## src/rtl/latch_bank_wr_sched.sv

```systemverilog
// Round-robin write scheduler for a bank of level-sensitive latches.
// Each write runs grant -> setup -> enable pulse -> hold, with latch_d stable throughout.
module latch_bank_wr_sched #(
  parameter int NUM_REQ      = 4,
  parameter int WIDTH        = 8,
  parameter int DEPTH        = 4,
  parameter int PULSE_CYCLES = 2,
  localparam int AW          = $clog2(DEPTH),
  localparam int GW          = $clog2(NUM_REQ)
) (
  input  logic                     clk,
  input  logic                     reset_n,
  input  logic [NUM_REQ-1:0]       req,
  input  logic [NUM_REQ*AW-1:0]    req_addr,
  input  logic [NUM_REQ*WIDTH-1:0] req_data,
  output logic [NUM_REQ-1:0]       ack,
  output logic                     addr_err,
  output logic [WIDTH-1:0]         latch_d,
  output logic [DEPTH-1:0]         latch_en,
  output logic                     busy,
  output logic [GW-1:0]            grant_id
);

  localparam int CW = (PULSE_CYCLES > 1) ? $clog2(PULSE_CYCLES) : 1;

  typedef enum logic [1:0] {IDLE, SETUP, PULSE, HOLD} state_t;

  state_t             state;
  logic [AW-1:0]      addr_q;
  logic [GW-1:0]      rr_ptr;
  logic [CW-1:0]      pulse_cnt;

  logic               found;
  logic [GW-1:0]      win;
  logic [AW-1:0]      win_addr;
  logic [WIDTH-1:0]   win_data;
  logic [GW-1:0]      cand;
  int unsigned        idx;
  logic [DEPTH-1:0]   en_dec;
  logic [NUM_REQ-1:0] ack_dec;
  logic               addr_oob;

  // Search starts just past the last grantee so it gets lowest priority next time.
  always_comb begin
    found    = 1'b0;
    win      = rr_ptr;
    win_addr = '0;
    win_data = '0;
    idx      = 0;
    cand     = '0;
    for (int unsigned i = 1; i <= NUM_REQ; i++) begin
      idx  = (32'(rr_ptr) + i) % NUM_REQ;
      cand = GW'(idx);
      if (!found && req[cand]) begin
        found    = 1'b1;
        win      = cand;
        win_addr = req_addr[idx*AW +: AW];
        win_data = req_data[idx*WIDTH +: WIDTH];
      end
    end
  end

  always_comb begin
    addr_oob = (32'(addr_q) >= DEPTH);
    en_dec   = '0;
    for (int unsigned j = 0; j < DEPTH; j++)
      en_dec[j] = (32'(addr_q) == j);
    ack_dec = '0;
    for (int unsigned i = 0; i < NUM_REQ; i++)
      ack_dec[i] = (32'(grant_id) == i);
  end

  always_ff @(posedge clk or negedge reset_n) begin
    if (!reset_n) begin
      state     <= IDLE;
      rr_ptr    <= GW'(NUM_REQ - 1);
      addr_q    <= '0;
      pulse_cnt <= '0;
      ack       <= '0;
      addr_err  <= 1'b0;
      latch_d   <= '0;
      latch_en  <= '0;
      busy      <= 1'b0;
      grant_id  <= '0;
    end else begin
      case (state)
        IDLE: begin
          if (found) begin
            addr_q   <= win_addr;
            latch_d  <= win_data;
            grant_id <= win;
            rr_ptr   <= win;
            busy     <= 1'b1;
            state    <= SETUP;
          end
        end
        SETUP: begin
          latch_en  <= en_dec;
          pulse_cnt <= CW'(PULSE_CYCLES - 1);
          state     <= PULSE;
        end
        PULSE: begin
          if (pulse_cnt == '0) begin
            latch_en <= '0;
            ack      <= ack_dec;
            addr_err <= addr_oob;
            state    <= HOLD;
          end else begin
            pulse_cnt <= pulse_cnt - 1'b1;
          end
        end
        HOLD: begin
          ack      <= '0;
          addr_err <= 1'b0;
          busy     <= 1'b0;
          state    <= IDLE;
        end
        default: state <= IDLE;
      endcase
    end
  end

endmodule

```

## config.mk

```make
export PLATFORM = sky130hd
export DESIGN_NAME = latch_bank_wr_sched
export DESIGN_NICKNAME = d
export VERILOG_FILES = /design/src/rtl/latch_bank_wr_sched.sv
export SDC_FILE = /design/constraint.sdc
export NUM_CORES = 1
export LEC_CHECK = 0
export BUFFER_PORTS_ARGS = -buffer_cell sky130_fd_sc_hd__buf_2
export CAP_MARGIN = 20
export CORE_ASPECT_RATIO = 0.5
export CORE_MARGIN = 2
export CORE_UTILIZATION = 45
export DETAILED_ROUTE_END_ITERATION = 10
export PLACE_DENSITY_LB_ADDON = 0.15
export SLEW_MARGIN = 15
export SYNTH_ARGS = -nofsm -noshare
export SYNTH_HDL_FRONTEND = slang
export SYNTH_SLANG_ARGS = --single-unit
```

## constraint.sdc

```tcl
create_clock -name clk -period 2.8 [get_ports clk]
set_input_delay 0.14 -clock clk [delete_from_list [all_inputs] [get_ports clk]]
set_output_delay 0.14 -clock clk [all_outputs]
set_load 0.02 [all_outputs]
```

==> flow_summary_export.csv <==
group,metric,value,unit
status,outcome,"finished clean",
worst_hold_path,min_path_type,"in2reg",
drt,drtIter0Drc,166,
logic_synthesis,synth_top_area_cell,"dfrtp_1",
sta,setup_violations,0,
cells_and_area,fill_cells,490,
setup_path,critPathCaptureType,"register",
setup_path,path_class,"reg2reg",
cells_and_area,diodes,0,
logic_synthesis,synth_warnings,0,
setup_path,path_delay_family,"flip-flops",
setup_path,crit_chain,"buf_4 -> mux4_2 -> and2_1 -> a221oi_2 -> a32oi_1",
setup_path,required,2.94,ns
sta,fin_crit_sh,84.1,%
drt,routed.top_layer,"met4",
cts,path_clk_slew,0.10,ns
logic_synthesis,synthMuxAreaShare,33.4,%
grt,grt_pass1_wl,10300,µm
pwr,finalPower,3040,µW
logic_synthesis,yosysSeqAreaShare,26.0,%
cells_and_area,mostFrequentLayoutCells,"buf_2 (64), mux2_2 (32), dfrtp_1 (24)",
drt,wl_met1,2950,µm
cts,insertion_delay,0.28,ns
logic_synthesis,synth_edf_count,0,
pwr,combPwrFrac,64.6,%
setup_path,cp.depth,5,
logic_synthesis,synth_area_leaders,"dfrtp_1 (24%), mux4_2 (18%), mux2_2 (14%)",
cells_and_area,post_route_cells_drive_above_1_share,47.3,%
pwr,switching_share,43.6,%
logic_synthesis,syn_inst,234,
cts,root_buffer,"clkbuf_8",
floorplan,die_y,56.8,µm
logic_synthesis,yosys.area_share.simple,12.8,%
logic_synthesis,ys_ff_latch,26,
cells_and_area,nets,344,
cells_and_area,area_delta_synth_final,18.4,%
sta,worst_pin_slew,0.735,ns
pwr,power.density,1030,mW/mm²
grt,grt_max_degree,27,
pwr,p_clk_share,10.5,%
sta,hold_violations,0,
cts,holdBufCountCts,1,
pwr,p_switching,1330,µW
logic_synthesis,async_reset_ff_share,100,%
sta,fin_crit,2.35,ns
cts,tritoncts,"built",
logic_synthesis,syn_area,0.00251,mm²
drt,drtAntennaViolNets,0,
logic_synthesis,synth.distinct_cells,56,
floorplan,die-area,0.00622,mm²
drt,wl_per_cell,17.6,µm
cts,cts_resized,0,
sta,clock_skew,0.00792,ns
drt,met3RoutedLength,415,µm
placement,dpl.hpwl,4570,µm
cts,cts_max_level,1,
placement,port_buffers,64,
cells_and_area,final_common_cell,"buf_2",
sta,rsz0062_at_grt,"no",
grt,antenna_found_initial,0,
floorplan,io_pins,66,
floorplan,fp.dieW,110,µm
cells_and_area,fin_util,54.8,%
pwr,power_leakage,0.00120,µW
logic_synthesis,ys.flop_type,"dfrtp_1",
floorplan,num_rows,19,
placement,gp_congestion,0.788,
cts,post_cts_buffers,0,
drt,routed_via_density,6.16,
grt,grt_pass1_vias,2099,
pwr,intPower,1720,µW
cts,numCtsBuffers,3,
floorplan,initial_utilization,46.3,%
setup_path,rr_worst_depth,5,
drt,post-route-drc-count,0,
logic_synthesis,synth_top_family_by_area,"multiplexers",
sta,fmax,425,MHz
cts,cts.sinks,26,
pwr,ir_worst_vdd,0.368,mV
drt,drt_wl_total,6430,µm
setup_path,arrival,2.50,ns
sta,max_slew_margin,50.9,%
pwr,seqPwrFrac,24.9,%
setup_path,worst_path_max_delay_cell,"dfstp_2",
setup_path,path_max_fanout,26,
logic_synthesis,synthAdderAreaFrac,2.49,%
flow_run,maxCapViolCount,0,
setup_path,start_kind,"register",
worst_hold_path,min_path_cells,4,
grt,grt_overflow_total,0,
sta,maxSlewViolCount,0,
logic_synthesis,synth_nets,285,
logic_synthesis,synth_compound_area_share,20.4,%
logic_synthesis,syn_area_per_cell,10.7,µm²
setup_path,max_stage_delay,0.84,ns
grt,track_usage,21.4,%
sta,tns,0,ns
drt,wl_met2,3020,µm
drt,route.vias.total,2250,
cts,clockBufferDepth,2,
logic_synthesis,synth-xor-area-share,0,%
drt,first_pass_iters,5,
logic_synthesis,synth.top_cell.area_share,23.9,%
floorplan,coreArea,0.00542,mm²
setup_path,crit_buf_inv,1,
per-layer routing:
layer	vias to the layer above	global-route usage (%)
met3	4	3.95
met1	1112	29.1
met2	81	36.2
li1	1053	-
met5	-	0
met4	0	3.07
stage by stage:
step | hold slack (ns) | area, µm² | instances | setup WS [ns]
global route | 0.355 | 2970 | 365 | 0.310
CTS | 0.321 | 2970 | 365 | 0.461
global placement | 0.190 | 2890 | 360 | 0.572
detailed placement | 0.176 | 2890 | 360 | 0.505
floorplan | -0.156 | 2510 | 234 | 0.830
finish | 0.318 | 2970 | 365 | 0.446
worst min-delay path, cell delays in order:
cell     delay [ns]
buf_2          0.10
mux2_2         0.14
o21ai_0        0.07
a31oi_1        0.12
power by group through the flow:
| stage | clock [µW] | sequential (µW) | combinational (µW) |
|---|---|---|---|
| 2_1_floorplan | 0 | 858 | 1380 |
| 3_3_place_gp | 0 | 757 | 1920 |
| 3_5_place_dp | 0 | 767 | 1950 |
| 4_1_cts | 323 | 761 | 1970 |
| 5_1_grt | 345 | 793 | 2140 |
| 6_report | 319 | 758 | 1970 |
worst paths after layout:
| kind | from | end | slack (ns) |
|---|---|---|---|
| hold reg to reg | latch_en[1] | latch_en[1] | 0.50 |
| max in group asynchronous | reset_n | latch_en[3] | 2.00 |
| setup / recovery | rr_ptr[1] | addr_q[1] | 0.45 |
| setup reg to reg | rr_ptr[1] | addr_q[1] | 0.45 |
| hold / removal | req_data[0] | latch_d[0] | 0.32 |
| min in group asynchronous | reset_n | grant_id[1] | 0.40 |
synth_stat cells, types with 3 or more instances:
master and n:
buf_2 11, a21oi_1 13, dfrtp_1 24, inv_1 5, mux4_2 20, ha_1 5, nand2_1 12, buf_4 3
nor2b_1 6, mux2_2 32, nand2b_1 5, o21ai_0 15, a31oi_1 8, nand3b_1 4, nor2_1 13, a222oi_1 8
kinds of logic after synthesis:
group                    count (synthesis)
multiplexers                            53
other                                    1
flip-flops                              26
AND/OR/NAND/NOR                         56
buffers and inverters                   24
AO/OA/AOI/OAI                           69
adder cells (fa/ha/maj)                  5
sequential cells by signal (all words and copies together), names as in the netlist:
register	count
latch_d	8
ack	4
latch_en	4
addr_q	2
grant_id	2
rr_ptr	2
state	2
busy	1
pulse_cnt	1
layout make-up:
class / count / area (µm²) / area share [%]
Sequential cell: 26 / 653 / 22.0
Clock inverter: 1 / 30.0 / 1.01
Inverter: 6 / 22.5 / 0.758
Tap cell: 73 / 91.3 / 3.07
Clock buffer: 3 / 41.3 / 1.39
Multi-Input combinational cell: 184 / 1740 / 58.5
Timing Repair Buffer: 72 / 395 / 13.3
Note: power is estimated with default switching activity, not from simulation.
